===== config.mk =====
export PLATFORM = sky130hd
export DESIGN_NAME = profibus_rx_sampler_flat
export DESIGN_NICKNAME = d
export VERILOG_FILES = /design/src/rtl/profibus_rx_sampler_if.sv /design/src/rtl/profibus_rx_sampler.sv /design/src/flat_wrapper.sv
export SDC_FILE = /design/constraint.sdc
export NUM_CORES = 1
export LEC_CHECK = 0
export BUFFER_PORTS_ARGS = -buffer_cell sky130_fd_sc_hd__clkbuf_2
export CORE_ASPECT_RATIO = 0.7
export CORE_MARGIN = 4
export CORE_UTILIZATION = 53
export CTS_CLUSTER_SIZE = 30
export DETAILED_ROUTE_END_ITERATION = 8
export GPL_TIMING_DRIVEN = 0
export PLACE_DENSITY = 0.77
export SLEW_MARGIN = 30
export SYNTH_ARGS = -nofsm -noshare
export SYNTH_HDL_FRONTEND = slang
export SYNTH_SLANG_ARGS = --single-unit

===== constraint.sdc =====
create_clock -name clk -period 3.27 [get_ports clk]
set_input_delay 0 -clock clk [delete_from_list [all_inputs] [get_ports clk]]
set_output_delay 0 -clock clk [all_outputs]
set_load 0.03 [all_outputs]

===== src/rtl/profibus_rx_sampler_if.sv =====
// rtl/profibus_rx_sampler_if.sv - byte handoff bus between the PROFIBUS receive sampler and the telegram layer
//
// Signals:
//   rx_data    [7:0]  received byte, meaningful while rx_valid = 1
//   rx_valid          byte available, held until acknowledged
//   rx_ack            consumer acknowledge, one-cycle pulse
//   parity_err        even-parity mismatch for the byte in rx_data
//   frame_err         stop bit sampled as 0 for the byte in rx_data
//   overrun           sticky: a completed byte was dropped
//
// Modports:
//   master  - the sampler (drives the byte and status, takes rx_ack)
//   slave   - the consumer (reads the byte and status, drives rx_ack)

interface profibus_rx_sampler_if;

    logic [7:0] rx_data;
    logic       rx_valid;
    logic       rx_ack;
    logic       parity_err;
    logic       frame_err;
    logic       overrun;

    modport master (
        output rx_data,
        output rx_valid,
        output parity_err,
        output frame_err,
        output overrun,
        input  rx_ack
    );

    modport slave (
        input  rx_data,
        input  rx_valid,
        input  parity_err,
        input  frame_err,
        input  overrun,
        output rx_ack
    );

endinterface


===== src/rtl/profibus_rx_sampler.sv =====
// rtl/profibus_rx_sampler.sv - PROFIBUS character receiver: sync, start-bit hunt, 11-bit UART sampling, byte handoff
//
// Receives one character of start, 8 data bits (LSB first), even parity
// and stop, then presents the byte on a valid/ack handshake.
//
// Parameters:
//   CLK_HZ  system clock frequency in Hz
//   BAUD    line bit rate; CLKS_PER_BIT = CLK_HZ / BAUD, must be >= 4
//
// Ports:
//   clk    input   system clock, rising edge
//   rst    input   synchronous active-high reset
//   rx     input   raw asynchronous receive line, idle high
//   busy   output  bit-timing state machine is not idle
//   rx_if  master  byte handoff bus (rx_data, rx_valid, rx_ack,
//                  parity_err, frame_err, overrun)
//
// Build option:
//   RX_MAJORITY_VOTE_EN  each bit is decided by a 2-of-3 vote over the
//                        synchronized line at center-1, center, center+1;
//                        the decision lands on center+1, so every sample
//                        point moves one cycle later. Without it a single
//                        sample is taken at the center cycle.

module profibus_rx_sampler #(
    parameter int CLK_HZ = 24000000,
    parameter int BAUD   = 19200
) (
    input  logic                        clk,
    input  logic                        rst,
    input  logic                        rx,
    output logic                        busy,
    profibus_rx_sampler_if.master       rx_if
);

    localparam int CLKS_PER_BIT = CLK_HZ / BAUD;
    localparam int CW           = $clog2(CLKS_PER_BIT);
    localparam int HALF_BIT     = CLKS_PER_BIT / 2;

`ifdef RX_MAJORITY_VOTE_EN
    localparam int VOTE_DELAY = 1;
`else
    localparam int VOTE_DELAY = 0;
`endif

    // START counts from 0 on the cycle after the edge, so the start-bit
    // decision falls HALF_BIT + 1 cycles after the edge-detect cycle.
    // HALF_BIT + 1 <= CLKS_PER_BIT - 1 whenever CLKS_PER_BIT >= 4, so the
    // terminal value always fits in the cycle counter.
    localparam logic [CW-1:0] START_LAST = CW'(HALF_BIT + VOTE_DELAY);
    localparam logic [CW-1:0] BIT_LAST   = CW'(CLKS_PER_BIT - 1);

    typedef enum logic [2:0] {
        ST_IDLE   = 3'd0,
        ST_START  = 3'd1,
        ST_DATA   = 3'd2,
        ST_PARITY = 3'd3,
        ST_STOP   = 3'd4
    } state_t;

    // Line synchronizer and edge detector history
    logic          sync1_q, sync1_d;
    logic          sync2_q, sync2_d;
    logic          prev_q,  prev_d;

    // Bit timing
    state_t        state_q, state_d;
    logic [CW-1:0] cnt_q,   cnt_d;
    logic [2:0]    bit_cnt_q, bit_cnt_d;
    logic [7:0]    shreg_q, shreg_d;
    logic          par_q,   par_d;

    // Handoff registers
    logic [7:0]    data_q,  data_d;
    logic          valid_q, valid_d;
    logic          perr_q,  perr_d;
    logic          ferr_q,  ferr_d;
    logic          ovr_q,   ovr_d;

    logic          fall;
    logic          sample_pt;
    logic          sample_bit;

    // prev_q doubles as the one-cycle-old synchronized line for the vote.
    assign fall = prev_q & ~sync2_q;

`ifdef RX_MAJORITY_VOTE_EN
    logic prev2_q, prev2_d;

    // Votes over sync2 at center+1, prev at center, prev2 at center-1.
    assign sample_bit = (sync2_q & prev_q) | (sync2_q & prev2_q) | (prev_q & prev2_q);

    always_comb begin
        prev2_d = prev_q;
    end

    always_ff @(posedge clk) begin
        if (rst) begin
            prev2_q <= 1'b1;
        end else begin
            prev2_q <= prev2_d;
        end
    end
`else
    assign sample_bit = sync2_q;
`endif

    assign sample_pt = (state_q == ST_START) ? (cnt_q == START_LAST)
                                             : (cnt_q == BIT_LAST);

    always_comb begin
        sync1_d   = rx;
        sync2_d   = sync1_q;
        prev_d    = sync2_q;

        state_d   = state_q;
        cnt_d     = cnt_q;
        bit_cnt_d = bit_cnt_q;
        shreg_d   = shreg_q;
        par_d     = par_q;

        data_d    = data_q;
        valid_d   = valid_q;
        perr_d    = perr_q;
        ferr_d    = ferr_q;
        ovr_d     = ovr_q;

        // Consumer acknowledge frees the holding register; a commit in
        // the same cycle below overrides the clear.
        if (rx_if.rx_ack && valid_q) begin
            valid_d = 1'b0;
            ovr_d   = 1'b0;
        end

        // Cycle counter free-runs inside a character and restarts at
        // every sample point so the period is exactly CLKS_PER_BIT.
        if (state_q != ST_IDLE) begin
            cnt_d = sample_pt ? '0 : cnt_q + CW'(1);
        end

        case (state_q)
            ST_IDLE: begin
                cnt_d     = '0;
                bit_cnt_d = '0;
                if (fall) begin
                    state_d = ST_START;
                end
            end

            ST_START: begin
                if (sample_pt) begin
                    // High at mid start bit is a glitch: drop silently.
                    state_d = sample_bit ? ST_IDLE : ST_DATA;
                end
            end

            ST_DATA: begin
                if (sample_pt) begin
                    shreg_d   = {sample_bit, shreg_q[7:1]};
                    bit_cnt_d = bit_cnt_q + 3'd1;
                    if (bit_cnt_q == 3'd7) begin
                        state_d = ST_PARITY;
                    end
                end
            end

            ST_PARITY: begin
                if (sample_pt) begin
                    par_d   = sample_bit;
                    state_d = ST_STOP;
                end
            end

            ST_STOP: begin
                if (sample_pt) begin
                    state_d = ST_IDLE;
                    // Free slot, or the consumer is emptying it this very
                    // cycle: load. Otherwise the new byte is lost.
                    if (!valid_q || rx_if.rx_ack) begin
                        data_d  = shreg_q;
                        perr_d  = ^shreg_q ^ par_q;
                        ferr_d  = ~sample_bit;
                        valid_d = 1'b1;
                    end else begin
                        ovr_d = 1'b1;
                    end
                end
            end

            default: begin
                state_d = ST_IDLE;
            end
        endcase
    end

    always_ff @(posedge clk) begin
        if (rst) begin
            // Line idles high, so the synchronizer resets high to avoid
            // a phantom falling edge when reset releases.
            sync1_q   <= 1'b1;
            sync2_q   <= 1'b1;
            prev_q    <= 1'b1;
            state_q   <= ST_IDLE;
            cnt_q     <= '0;
            bit_cnt_q <= '0;
            shreg_q   <= '0;
            par_q     <= 1'b0;
            data_q    <= '0;
            valid_q   <= 1'b0;
            perr_q    <= 1'b0;
            ferr_q    <= 1'b0;
            ovr_q     <= 1'b0;
        end else begin
            sync1_q   <= sync1_d;
            sync2_q   <= sync2_d;
            prev_q    <= prev_d;
            state_q   <= state_d;
            cnt_q     <= cnt_d;
            bit_cnt_q <= bit_cnt_d;
            shreg_q   <= shreg_d;
            par_q     <= par_d;
            data_q    <= data_d;
            valid_q   <= valid_d;
            perr_q    <= perr_d;
            ferr_q    <= ferr_d;
            ovr_q     <= ovr_d;
        end
    end

    assign busy             = (state_q != ST_IDLE);
    assign rx_if.rx_data    = data_q;
    assign rx_if.rx_valid   = valid_q;
    assign rx_if.parity_err = perr_q;
    assign rx_if.frame_err  = ferr_q;
    assign rx_if.overrun    = ovr_q;

endmodule


===== src/flat_wrapper.sv =====
// flat-port wrapper written by rule: the top's interface ports become plain ports
module profibus_rx_sampler_flat 
#(
    parameter int CLK_HZ = 24000000,
    parameter int BAUD   = 19200
)
  (clk, rst, rx, busy, rx_if_rx_data, rx_if_rx_valid, rx_if_parity_err, rx_if_frame_err, rx_if_overrun, rx_if_rx_ack);
  profibus_rx_sampler_if rx_if_i ();
  input  logic clk;
  input  logic rst;
  input  logic rx;
  output logic busy;
  output wire logic [$bits(rx_if_i.rx_data)-1:0] rx_if_rx_data;
  output wire logic [$bits(rx_if_i.rx_valid)-1:0] rx_if_rx_valid;
  output wire logic [$bits(rx_if_i.parity_err)-1:0] rx_if_parity_err;
  output wire logic [$bits(rx_if_i.frame_err)-1:0] rx_if_frame_err;
  output wire logic [$bits(rx_if_i.overrun)-1:0] rx_if_overrun;
  input wire logic [$bits(rx_if_i.rx_ack)-1:0] rx_if_rx_ack;
  assign rx_if_rx_data = rx_if_i.rx_data;
  assign rx_if_rx_valid = rx_if_i.rx_valid;
  assign rx_if_parity_err = rx_if_i.parity_err;
  assign rx_if_frame_err = rx_if_i.frame_err;
  assign rx_if_overrun = rx_if_i.overrun;
  assign rx_if_i.rx_ack = rx_if_rx_ack;
  profibus_rx_sampler #(.CLK_HZ(CLK_HZ), .BAUD(BAUD)) u_core (.clk(clk), .rst(rst), .rx(rx), .busy(busy), .rx_if(rx_if_i));
endmodule

==> results.sh, run 1 <==
export IMPL_status="finished, final reports clean"
export IMPL_setup_violations=0
export IMPL_numClockSinks=41
export IMPL_synth_top_area_share_pct=42.85
export IMPL_ys_top_cells_by_area="dfxtp_1 43%, nand4_1 4.9%, mux2i_1 4.7%"
export IMPL_slew_viol_final=0
export IMPL_dp_hpwl_um=3023
export IMPL_synthesis_nets=217
export IMPL_synth_distinct_cells=44
export IMPL_slowest_stage="mux2i_1"
export IMPL_die_w_um=79.86
export IMPL_swShare_pct=22.97
export IMPL_ir_drop_v=0.0002587
export IMPL_synth_commonest_cells="41 x dfxtp_1, 22 x nor2_1, 15 x a21oi_1, 15 x nand4_1, 13 x o21ai_0"
export IMPL_gp_congestion=0.9450
export IMPL_die_height_um=58.30
export IMPL_synth_seq_cells=41
export IMPL_synth_largest_area_cell="dfxtp_1"
export IMPL_io_pins=17
export IMPL_grt_max_degree=13
export IMPL_post_cts_setup_buffers=0
export IMPL_grt_pass1_wl_um=7548
export IMPL_startpoint_type="flip-flop"
export IMPL_syn_avg_cell_area_um2=9.165
export IMPL_antenna_found_initial=0
export IMPL_critPathCaptureType="flip-flop"
export IMPL_antennaDiodeCount=0
export IMPL_worstMarginPinSlew_ns=0.6341
export IMPL_postRouteAntennaNets=0
export IMPL_ys_seq_area_share_pct=42.85
export IMPL_final_util_pct=65.73
export IMPL_hold_path_class="reg2reg"
export IMPL_cts_buffer_depth=2
export IMPL_worstSetupPathType="reg2reg"
export IMPL_vias_per_cell=5.795
export IMPL_synth_most_common_cell="dfxtp_1"
export IMPL_cp_cell_sequence="buf_2 -> nor3b_2 -> mux2i_1 -> clkbuf_1 -> o21ai_0 -> a21oi_1"
export IMPL_syn_inst=209
export IMPL_worstHoldStart="u_core.sync1_q$_SDFF_PP1_"
export IMPL_fillCellCount=275
export IMPL_cts_buffers=5
export IMPL_cts_root_buffer="clkbuf_8"
export IMPL_drc=0
export IMPL_fmax_mhz=517.4
export IMPL_r2r_end="u_core.rx_if.frame_err$_SDFFE_PP0P_"
export IMPL_cts_reportedPaths_clkPinSlew_ns=0.08
export IMPL_rows=17
export IMPL_drv_cap=0
export IMPL_p_sw_mw=0.1968
export IMPL_p_int_mw=0.6602
export IMPL_wl_per_cell_um=15.19
export IMPL_crit_path_max_fanout=10
export IMPL_finalCritPeriodShare_pct=59.10
export IMPL_synth_area_mm2=0.001916
export IMPL_portBuffers=16
export IMPL_yosysWarnings=0
export IMPL_power_frac_seq_pct=58.7
export IMPL_ff2ff_setup_slack_ns=1.34
export IMPL_p_per_area_mw_per_mm2=395.4
export IMPL_cellLeakagePower_nw=0.8601
export IMPL_vias=1640
export IMPL_r2r_start="u_core.state_q[0]$_SDFFE_PP0P_"
export IMPL_rr_worst_depth=6
export IMPL_coreArea_mm2=0.003297
export IMPL_area_delta_synth_final_pct=13.13
export IMPL_grt_overflow=0
export IMPL_firstDrtPassIters=5
export IMPL_start_util_pct=58.10
export IMPL_synth_edf_count=0
export IMPL_cts_tree="yes"
export IMPL_clk_latency_ns=0.30
export IMPL_drtIter0Drc=155
export IMPL_drt_wl_total_um=4298
export IMPL_p_comb_share_pct=3.4
export IMPL_ys_async_sr_fraction_pct=0
export IMPL_period_needed_ns=1.933
export IMPL_skew_ns=0.004393
export IMPL_p_total_mw=0.8570
export IMPL_clock_power_share_pct=37.9
export IMPL_grtUsageTotal_pct=21.31
export IMPL_synth_ff_type="dfxtp_1"
export IMPL_rsz0062_at_grt="no"
export IMPL_hold_violations=0
export IMPL_finalSetupTns_ns=0
export IMPL_hold_path_depth=1
export IMPL_slew_headroom_pct=57.19
export IMPL_nets=243
export IMPL_cts_resized=0
export IMPL_crit_arrival_ns=2.16
export IMPL_grt_pass1_vias=1538
export IMPL_cts_hold_fix_buffers=3
export IMPL_min_to="u_core.prev_d$_SDFF_PP1_"
export IMPL_drive_gt1_share_pct=19.07
export IMPL_cp_slowest_stage_delay_ns=0.42
export IMPL_cp_required_ns=3.50
export IMPL_dieArea_mm2=0.004656
export IMPL_htreeDepth=2
sequential cells by signal, indices dropped and copies added (netlist names), 3 cells and up:
signal / count
u_core.cnt_q: 11
u_core.rx_if.rx_data: 8
u_core.shreg_q: 8
u_core.bit_cnt_q: 3
u_core.state_q: 3
layout by cell type (no fill, tap or decap), types with 7 or more instances in the layout:
master	count
clkbuf_1	7
clkbuf_2	17
nand3_1	10
o21ai_0	13
mux2i_1	9
a21oi_1	15
dfxtp_1	41
nand4_1	15
nor2_1	22
nand2_1	8
critical path: cells and delay by family (launching register included):
kind | cells | cell delay (ns)
AOI/OAI and AO/OA | 2 | 0.30
buffers and inverters | 2 | 0.57
DFF | 1 | 0.31
muxes | 1 | 0.42
and+or+nand+nor | 1 | 0.26
cell families after synthesis:
logic type / share of synthesized area, %
compound gates: 13.39
xor+xnor: 7.381
buf+inv: 4.180
mux: 5.291
flops: 42.85
fa+ha+maj: 2.613
simple gates: 24.30
cell type report:
| class | instances | area, um2 | share of cell area [%] |
|---|---|---|---|
| multi-input cells | 150 | 1015 | 46.82 |
| well taps | 47 | 58.81 | 2.714 |
| flip-flops and latches | 41 | 820.8 | 37.88 |
| repair buffers | 19 | 110.1 | 5.081 |
| plain buffers | 14 | 65.06 | 3.002 |
| inverters | 4 | 15.01 | 0.6928 |
| clock buffers | 6 | 72.57 | 3.349 |
| clock inverters | 2 | 10.01 | 0.4619 |
metrics by stage:
step	hold WS, ns	worst slack [ns]	instance area (um2)	std cells
CTS	0.4173	1.344	2167	283
finish	0.4185	1.337	2167	283
global placement	0.1817	1.367	2054	272
global route	0.4337	1.094	2167	283
detailed placement	0.1946	1.358	2054	272
floorplan	0.07600	1.645	1916	209
worst max-delay path by stage:
stage	from	end	slack, ns
2_1_floorplan	u_core.cnt_q[0]$_SDFFE_PP0N_	u_core.bit_cnt_q[0]$_SDFFE_PP0P_	1.64
3_3_place_gp	u_core.state_q[0]$_SDFFE_PP0P_	u_core.rx_if.frame_err$_SDFFE_PP0P_	1.37
3_5_place_dp	u_core.cnt_q[0]$_SDFFE_PP0N_	u_core.rx_if.parity_err$_SDFFE_PP0P_	1.36
4_1_cts	u_core.state_q[0]$_SDFFE_PP0P_	u_core.rx_if.frame_err$_SDFFE_PP0P_	1.34
5_1_grt	u_core.state_q[0]$_SDFFE_PP0P_	u_core.rx_if.frame_err$_SDFFE_PP0P_	1.09
6_report	u_core.state_q[0]$_SDFFE_PP0P_	u_core.rx_if.frame_err$_SDFFE_PP0P_	1.34
power groups by stage:
| stage | registers [mW] | clock network, mW | logic [mW] |
|---|---|---|---|
| global route | 0.503 | 0.354 | 0.0319 |
| finish | 0.503 | 0.325 | 0.0291 |
| floorplan | 0.514 | 0 | 0.0180 |
| global placement | 0.515 | 0 | 0.0255 |
| detailed placement | 0.515 | 0 | 0.0261 |
| CTS | 0.503 | 0.330 | 0.0290 |
per-layer routing:
metal	track usage [%]	vias to the layer above	part of all wire, %
li1	-	812	-
met1	32.73	769	52
met2	27.35	54	40
met3	7.492	5	7.5
met4	6.747	0	1.4
met5	0	-	0
No activity file was read; power rests on OpenSTA's default activity.
==> inputs of run 2 (changes only) <==
==> constraint.sdc (replaced) <==
create_clock -name clk -period 2 [get_ports clk]
set_input_delay 0 -clock clk [delete_from_list [all_inputs] [get_ports clk]]
set_output_delay 0 -clock clk [all_outputs]
set_load 0.03 [all_outputs]
==> run 2 against run 1 <==
- combinational power is 69% higher
- register-to-register slack lost 1.2 ns
- cell area up 0.87%
- sequential share of layout area is 0.33 points lower
- routed wire length up 1.8%
- clock skew about the same
- critical endpoint unchanged
- largest cell class unchanged
- sequential power rose by 63%
- global-route usage unchanged
- worst setup slack lost 1.2 ns
- total power grew 63%
==> results.sh, run 2 (same netlist as run 1, synthesis figures left out) <==
export IMPL_vias=1641
export IMPL_slew_headroom_pct=55.78
export IMPL_grt_busiest_layer="met1"
export IMPL_final_cell_area_mm2=0.002186
export IMPL_skew_ns=0.004605
export IMPL_critPathCaptureType="flip-flop"
export IMPL_wl_per_cell_um=15.40
export IMPL_use_met2_pct=27.35
export IMPL_finalWorstSetupSlack_ns=0.1529
export IMPL_cellLeakagePower_nw=0.8656
export IMPL_dp_hpwl_um=3023
export IMPL_worstMarginPinSlew_ns=0.6549
export IMPL_crit_arrival_ns=2.08
export IMPL_area_delta_synth_final_pct=14.11
export IMPL_grtUsageTotal_pct=21.31
export IMPL_fmax_mhz=541.4
export IMPL_hold_violations=0
export IMPL_cts_buffer_depth=2
export IMPL_grt_max_degree=13
export IMPL_period_needed_ns=1.847
export IMPL_finalCritPeriodShare_pct=92.36
export IMPL_clk_latency_ns=0.30
export IMPL_grt_overflow=0
export IMPL_cts_tree="yes"
export IMPL_coreArea_mm2=0.003297
export IMPL_crit_path_max_fanout=10
export IMPL_place_inst=272
export IMPL_gp_congestion=0.9450
export IMPL_nets=244
export IMPL_instances_no_fill=284
export IMPL_cp_required_ns=2.23
export IMPL_die_height_um=58.30
export IMPL_finalSetupTns_ns=0
export IMPL_io_pins=17
export IMPL_die_w_um=79.86
export IMPL_worstSetupPathType="reg2reg"
export IMPL_drive_gt1_share_pct=20.25
export IMPL_postRouteAntennaNets=0
export IMPL_setup_violations=0
export IMPL_firstDrtPassIters=4
export IMPL_drt_wl_total_um=4375
export IMPL_grt_pass1_wl_um=7548
export IMPL_placed_area_mm2=0.002054
export IMPL_status="finished, final reports clean"
export IMPL_ir_drop_v=0.0004240
export IMPL_antenna_found_initial=0
export IMPL_layout_common_cells="41 x dfxtp_1, 22 x nor2_1, 18 x clkbuf_2"
export IMPL_grt_use_met3_pct=7.492
export IMPL_p_per_area_mw_per_mm2=640.0
export IMPL_grt_pass1_vias=1538
export IMPL_antennaDiodeCount=0
export IMPL_start_util_pct=58.10
export IMPL_largest_reg_flops=11
export IMPL_drv_cap=0
export IMPL_met1_usage_pct=32.73
export IMPL_startpoint_type="flip-flop"
export IMPL_slew_viol_final=0
export IMPL_cts_root_buffer="clkbuf_8"
export IMPL_dieArea_mm2=0.004656
export IMPL_htreeDepth=2
export IMPL_drc=0
export IMPL_numClockSinks=41
export IMPL_vias_per_cell=5.778
export IMPL_cts_buffers=5
export IMPL_cts_reportedPaths_clkPinSlew_ns=0.08
export IMPL_portBuffers=16
export IMPL_regMostFlops="u_core.cnt_q"
export IMPL_hold_path_class="reg2reg"
export IMPL_drtIter0Drc=142
export IMPL_place_ws_ns=0.08783
export IMPL_rows=17
export IMPL_layout_commonest_cell="dfxtp_1"
==> run 2: changes by cell type in the layout (fill, tap and decap cells not counted) <==
| cell | previous run | this run |
|---|---|---|
| buf_4 | 1 | 2 |
| clkbuf_1 | 7 | 6 |
| clkbuf_2 | 17 | 18 |
| mux2i_1 | 9 | 8 |
| mux2i_2 | 0 | 1 |
| nor3b_2 | 2 | 1 |
| nor3b_4 | 0 | 1 |
==> run 2: final timing paths <==
path | slack [ns] | start | cells past startpoint | end
worst max register to register | 0.15 | u_core.state_q[0]$_SDFFE_PP0P_ | 6 | u_core.rx_if.frame_err$_SDFFE_PP0P_
worst min-delay path | 0.42 | u_core.sync1_q$_SDFF_PP1_ | 1 | u_core.prev_d$_SDFF_PP1_
worst min register to register | 0.42 | u_core.sync1_q$_SDFF_PP1_ | 1 | u_core.prev_d$_SDFF_PP1_
worst max-delay path | 0.15 | u_core.state_q[0]$_SDFFE_PP0P_ | 6 | u_core.rx_if.frame_err$_SDFFE_PP0P_
==> run 2: layout make-up <==
cell class	count	area, um2
fillers	270	1111
multi-input cells	150	1025
flip-flops and latches	41	820.8
repair buffers	20	117.6
clock buffers	6	72.57
plain buffers	14	66.31
well taps	47	58.81
inverters	4	15.01
clock inverters	2	10.01
==> run 2: critical path, stage by stage, from the launching register on <==
cell and delay [ns]:
dfxtp_1 0.31, buf_2 0.22, nor3b_2 0.30, mux2i_2 0.40
clkbuf_2 0.28, o21ai_0 0.12, a21oi_1 0.15
==> run 2: routing by layer <==
layer | part of all wire, % | vias up
li1 | - | 815
met4 | 1.4 | 0
met1 | 51 | 769
met5 | 0 | -
met3 | 8.2 | 5
met2 | 40 | 52
==> run 2: what timing repair did <==
| action | in CTS | in global routing |
|---|---|---|
| resized for setup | 0 | 4 |
| hold buffers | 3 | 0 |
| buffers inserted | 0 | 1 |
| endpoints found under the hold margin | 3 | 0 |
| endpoints found under the setup margin | 0 | 12 |
==> run 2: metrics by stage <==
step	hold WS (ns)	power, mW	utilization [%]
CTS	0.4173	1.409	65.73
finish	0.4160	1.399	66.30
global placement	0.1817	0.8832	62.32
global route	0.4337	1.455	66.30
detailed placement	0.1946	0.8842	62.32
floorplan	0.07600	0.8701	-
==> run 2: power by group <==
group | internal (mW) | total, mW | switching, mW
clock | 0.242 | 0.527 | 0.285
sequential | 0.820 | 0.822 | 0.00265
combinational | 0.0188 | 0.0493 | 0.0305
